<file path="src/rtl/pipeline_types.sv">
// Shared pipeline types: register-file write port and writeback request records.
package pipeline_types;

  localparam int unsigned WB_NUM_SRC = 3;

  typedef struct packed {
    logic [4:0]  addr;
    logic [31:0] data;
  } wb_req_t;

  typedef struct packed {
    logic        write_en;
    logic [4:0]  write_addr;
    logic [31:0] write_data;
  } data_write_t;

endpackage

</file>
<file path="src/rtl/wb_fifo.sv">
// Per-source writeback request queue; pointers carry an extra wrap bit for full/empty.
// REGFILE_WB_PENDING_QUERY_EN adds an address-match port over the valid entries.
module wb_fifo
  import pipeline_types::*;
#(
  parameter int unsigned DEPTH = 2
) (
  input  logic    clk,
  input  logic    rst,
  input  logic    flush,
  input  logic    push_valid,
  output logic    push_ready,
  input  wb_req_t push_req,
  input  logic    pop,
  output wb_req_t head,
  output logic    empty
`ifdef REGFILE_WB_PENDING_QUERY_EN
  ,
  input  logic [4:0] query_addr,
  output logic       query_hit
`endif
);

  localparam int unsigned AW = $clog2(DEPTH);

  wb_req_t     mem [DEPTH];
  logic [AW:0] wr_ptr;
  logic [AW:0] rd_ptr;
  logic        full;
  logic        push;

  assign empty = (wr_ptr == rd_ptr);
  assign full  = (wr_ptr[AW] != rd_ptr[AW]) && (wr_ptr[AW-1:0] == rd_ptr[AW-1:0]);
  // rst gates ready so the source sees no acceptance while reset is held
  assign push_ready = !full && !flush && rst;
  assign push       = push_valid && push_ready;
  assign head       = mem[rd_ptr[AW-1:0]];

  always_ff @(posedge clk or negedge rst) begin
    if (!rst) begin
      wr_ptr <= '0;
      rd_ptr <= '0;
    end else if (flush) begin
      wr_ptr <= '0;
      rd_ptr <= '0;
    end else begin
      if (push)
        wr_ptr <= wr_ptr + 1'b1;
      if (pop && !empty)
        rd_ptr <= rd_ptr + 1'b1;
    end
  end

  always_ff @(posedge clk) begin
    if (push)
      mem[wr_ptr[AW-1:0]] <= push_req;
  end

`ifdef REGFILE_WB_PENDING_QUERY_EN
  logic [AW:0] count;
  assign count = wr_ptr - rd_ptr;

  // slot i is live when its distance from the read pointer is below the fill count
  always_comb begin
    query_hit = 1'b0;
    for (int unsigned i = 0; i < DEPTH; i++) begin
      if (({1'b0, AW'(i) - rd_ptr[AW-1:0]} < count) &&
          (mem[i].addr == query_addr) && (query_addr != 5'd0))
        query_hit = 1'b1;
    end
  end
`endif

endmodule

</file>
<file path="src/rtl/regfile_wb_arbiter.sv">
// Round-robin writeback arbiter: NUM_SRC request queues feeding one registered regfile write port.
// REGFILE_WB_PENDING_QUERY_EN adds pend_query_addr/pend_hit for pending-write lookups.
module regfile_wb_arbiter
  import pipeline_types::*;
#(
  parameter int unsigned NUM_SRC    = WB_NUM_SRC,
  parameter int unsigned FIFO_DEPTH = 2
) (
  input  logic                   clk,
  input  logic                   rst,
  input  logic                   flush,
  input  logic [NUM_SRC-1:0]     src_valid,
  output logic [NUM_SRC-1:0]     src_ready,
  input  wb_req_t [NUM_SRC-1:0]  src_req,
  output data_write_t            data_write,
  output logic                   busy
`ifdef REGFILE_WB_PENDING_QUERY_EN
  ,
  input  logic [4:0]             pend_query_addr,
  output logic                   pend_hit
`endif
);

  localparam int unsigned PW = (NUM_SRC > 1) ? $clog2(NUM_SRC) : 1;

  logic [NUM_SRC-1:0] empty;
  logic [NUM_SRC-1:0] pop;
  wb_req_t            head [NUM_SRC];
  logic [PW-1:0]      rr_ptr;
  logic [PW-1:0]      grant_idx;
  logic               grant_vld;

`ifdef REGFILE_WB_PENDING_QUERY_EN
  logic [NUM_SRC-1:0] fifo_hit;
`endif

  for (genvar g = 0; g < NUM_SRC; g++) begin : g_src
    wb_fifo #(
      .DEPTH(FIFO_DEPTH)
    ) u_fifo (
      .clk        (clk),
      .rst        (rst),
      .flush      (flush),
      .push_valid (src_valid[g]),
      .push_ready (src_ready[g]),
      .push_req   (src_req[g]),
      .pop        (pop[g]),
      .head       (head[g]),
      .empty      (empty[g])
`ifdef REGFILE_WB_PENDING_QUERY_EN
      ,
      .query_addr (pend_query_addr),
      .query_hit  (fifo_hit[g])
`endif
    );
  end

  // rr_ptr holds the first index to consider, i.e. one past the last grant
  always_comb begin
    int unsigned idx;
    grant_vld = 1'b0;
    grant_idx = '0;
    idx       = 0;
    for (int unsigned off = 0; off < NUM_SRC; off++) begin
      idx = 32'(rr_ptr) + off;
      if (idx >= NUM_SRC)
        idx = idx - NUM_SRC;
      if (!grant_vld && !empty[PW'(idx)]) begin
        grant_vld = 1'b1;
        grant_idx = PW'(idx);
      end
    end
    if (flush)
      grant_vld = 1'b0;
  end

  always_comb begin
    pop = '0;
    if (grant_vld)
      pop[grant_idx] = 1'b1;
  end

  // Address-0 entries are consumed and advance the pointer but never enable the write.
  always_ff @(posedge clk or negedge rst) begin
    if (!rst) begin
      data_write <= '0;
      rr_ptr     <= '0;
    end else if (grant_vld) begin
      data_write.write_en   <= (head[grant_idx].addr != 5'd0);
      data_write.write_addr <= head[grant_idx].addr;
      data_write.write_data <= head[grant_idx].data;
      rr_ptr                <= (grant_idx == PW'(NUM_SRC - 1)) ? '0 : grant_idx + 1'b1;
    end else begin
      data_write.write_en <= 1'b0;
    end
  end

  assign busy = ~&empty | data_write.write_en;

`ifdef REGFILE_WB_PENDING_QUERY_EN
  assign pend_hit = (|fifo_hit) ||
                    (data_write.write_en && (data_write.write_addr == pend_query_addr) &&
                     (pend_query_addr != 5'd0));
`endif

endmodule

</file>
<file path="config.mk">
export PLATFORM = sky130hd
export DESIGN_NAME = regfile_wb_arbiter
export DESIGN_NICKNAME = d
export VERILOG_FILES = /design/src/rtl/pipeline_types.sv /design/src/rtl/wb_fifo.sv /design/src/rtl/regfile_wb_arbiter.sv
export SDC_FILE = /design/constraint.sdc
export NUM_CORES = 1
export LEC_CHECK = 0
export BUFFER_PORTS_ARGS = -buffer_cell sky130_fd_sc_hd__clkbuf_2
export CAP_MARGIN = 20
export CELL_PAD_IN_SITES_DETAIL_PLACEMENT = 1
export CELL_PAD_IN_SITES_GLOBAL_PLACEMENT = 1
export CORE_MARGIN = 4
export CORE_UTILIZATION = 51
export CTS_CLUSTER_SIZE = 30
export DETAILED_ROUTE_END_ITERATION = 10
export PLACE_DENSITY = 0.94
export SLEW_MARGIN = 20
export SYNTH_ARGS = -nofsm -noshare
export SYNTH_HDL_FRONTEND = slang
export SYNTH_SLANG_ARGS = --single-unit
</file>
<file path="constraint.sdc">
create_clock -name clk -period 8.71 [get_ports clk]
set_input_delay 2.613 -clock clk [delete_from_list [all_inputs] [get_ports clk]]
set_output_delay 2.613 -clock clk [all_outputs]
set_load 0.02 [all_outputs]
</file>
==> out/qor.yml <==
gp_congestion: 0.7857
final_cell_mix: "edfxtp_1 (222), clkbuf_2 (158), mux2_2 (111)"
layout.nets: 905
seq_power_share: 0.416
relSlewSlack: 0.2337
critPathArrivalTime_ps: 3630
power_mw: 4.107
min_to: "data_write[8]$_DFFE_PN0N_"
path_cells: "clkbuf_2 -> buf_4 -> nand2b_1 -> a21oi_1 -> clkbuf_2"
worstSkewPairLatency_ps: 540
cts.repair.resized: 0
grt_pass1_wl_um: 44190
path_max_fanout: 22
start_util: 0.5245
busiest_layer: "met2"
dp_hpwl_um: 18610
layout-drive-gt1-share: 0.4109
slowest_delay_ps: 290
die_w_um: 153.0
cts-root-buf: "clkbuf_16"
avgSynthCellArea_sq_um: 16.90
fin_ws_ps: 2467
crit_required_ps: 6100
viasPerCell: 6.003
slowest_stage: "buf_4"
setup_viol: 0
met1_usage: 0.3060
core_sq_um: 20430
synth_edf_count: 222
antenna_left: 0
min_path_type: "flop to flop"
fin_setup_tns_ps: 0
timing.critical_path.mode_cell: "clkbuf_2"
hold_path_startpoint: "data_write[8]$_DFFE_PN0N_"
fin_skew_ps: 14.11
ctsHoldBuffers: 0
p_int_mw: 2.718
cts_tree: "done"
post_cts_buffers: 0
grt_max_degree: 58
cap_violations: 0
cts.sinks: 274
tightest_slew_ps: 1149
dr.pass1.iters: 8
clk_path_buf_depth: 3
rsz0062_at_grt: "false"
crit_path_start_kind: "input port"
drc: 0
row_count: 52
synth-seq-cells: 274
combPwrFrac: 0.299
antenna_found_initial: 1
vias: 6477
grt_overflow: 0
fmax_ghz: 0.1602
switching_share: 0.3382
ir_worst_vdd_mv: 0.2174
htreeDepth: 1
die_area_sq_um: 23390
ys.flop_type: "edfxtp_1"
seq_area_frac_synth: 0.7436
dp_slack_ps: 2463
status: "complete, no violations"
yosysWarnings: 0
reg2reg_to: "data_write[35]$_DFFE_PN0N_"
critical_path_class: "input port to primary output"
drt_iter0_markers: 611
final_common_cell: "edfxtp_1"
grt_pass1_vias: 7197
async_flop_share: 0.1898
numCtsBuffers: 28
p_sw_mw: 1.389
period_share: 0.7167
hold_depth: 2
syn_inst: 634
final_max_slew_viol_count: 0
port_buffers: 158
gr-usage-met3: 0.03817
syn_to_final_growth_pct: 18.58
finalHoldViolCount: 0
grtUsageTotal: 0.2469
met2_usage: 0.4419
p_clk_frac: 0.285
finalCriticalPeriod_ps: 6243
regToRegStartpoint: "g_src[2].u_fifo.rd_ptr[0]$_DFFE_PN0P_"
cts.clk_slew.worst_paths_ps: 60
powerDensity_nw_per_um2: 323.2
io_pins: 159
endpoint_kind: "primary output"
reg2reg_depth: 7
die_h_um: 153.0
routedWlPerCell_um: 27.13
synth_cell_types: 40
p_leak_nw: 4.591
syn_nets: 753
netlist_area_sq_um: 10720
reg2reg_slack_ps: 4980
whs_ps: 544.3
wl_um: 29270
==> stage by stage <==
| stage | util | area [sq um] | instances |
|---|---|---|---|
| 6_report | 0.6219 | 12710 | 1079 |
| 3_3_place_gp | 0.5748 | 11740 | 1024 |
| 5_1_grt | 0.6219 | 12710 | 1079 |
| 4_1_cts | 0.6216 | 12700 | 1078 |
| 2_1_floorplan | - | 10720 | 634 |
| 3_5_place_dp | 0.5775 | 11800 | 1026 |
==> power groups by stage <==
stage | logic (mW) | clock network [mW] | registers, mW
3_3_place_gp | 1.13 | 0 | 1.72
2_1_floorplan | 0.779 | 0 | 1.75
3_5_place_dp | 1.21 | 0 | 1.73
6_report | 1.23 | 1.17 | 1.71
4_1_cts | 1.24 | 1.19 | 1.71
5_1_grt | 1.32 | 1.25 | 1.72
==> worst max-delay path by stage <==
| stage | startpoint | endpoint | slack, ps | depth (start not counted) |
|---|---|---|---|---|
| 2_1_floorplan | flush | src_ready[0] | 3000 | 3 |
| 3_3_place_gp | rst | src_ready[1] | 2500 | 5 |
| 3_5_place_dp | rst | src_ready[1] | 2460 | 5 |
| 4_1_cts | rst | src_ready[1] | 2460 | 5 |
| 5_1_grt | rst | src_ready[2] | 2330 | 5 |
| 6_report | rst | src_ready[1] | 2470 | 5 |
==> layout make-up <==
cell class | instances | area [sq um]
sequential | 274 | 7971
tap | 270 | 337.8
timing repair buffer | 165 | 883.3
fill | 1883 | 7724
multi-input combinational | 312 | 2591
clock buffer | 36 | 740.7
antenna | 1 | 2.502
inverter | 5 | 18.77
clock inverter | 16 | 160.2
==> routing by layer <==
metal	vias up	share of wire
li1	2797	-
met1	3295	0.37
met2	322	0.53
met3	63	0.063
met4	0	0.038
met5	-	0
==> cells in the mapped netlist (5+ instances only) <==
cell type,n,share of area
nand2_1,7,0.0025
xor2_1,7,0.0057
mux2_2,111,0.12
edfxtp_1,222,0.62
nor2_1,51,0.018
a21oi_1,46,0.021
clkbuf_1,33,0.012
xnor2_1,9,0.0074
a222oi_1,37,0.035
inv_1,5,0.0018
o21ai_0,7,0.0033
dfrtp_1,52,0.12
==> critical path: cells and delay by family <==
family | cells | cell delay [ps]
AO/OA/AOI/OAI | 1 | 240
buffers and inverters | 3 | 590
AND/OR/NAND/NOR | 1 | 150
==> cells by family after synthesis <==
kind of cell | Yosys count | share of synthesized area
AND/OR/NAND/NOR | 80 | 0.03398
flip-flops | 274 | 0.7436
buffers and inverters | 48 | 0.01973
multiplexers | 111 | 0.1167
AO/OA/AOI/OAI | 100 | 0.06667
adder cells (fa/ha/maj) | 3 | 0.003269
XOR/XNOR | 18 | 0.01611
==> sequential cells by signal, indices dropped and copies added, names as in the netlist <==
name and flops:
data_write 38, g_src.u_fifo.mem 222, g_src.u_fifo.wr_ptr 6, g_src.u_fifo.rd_ptr 6, rr_ptr 2
Power figures use the tool's default switching activity.
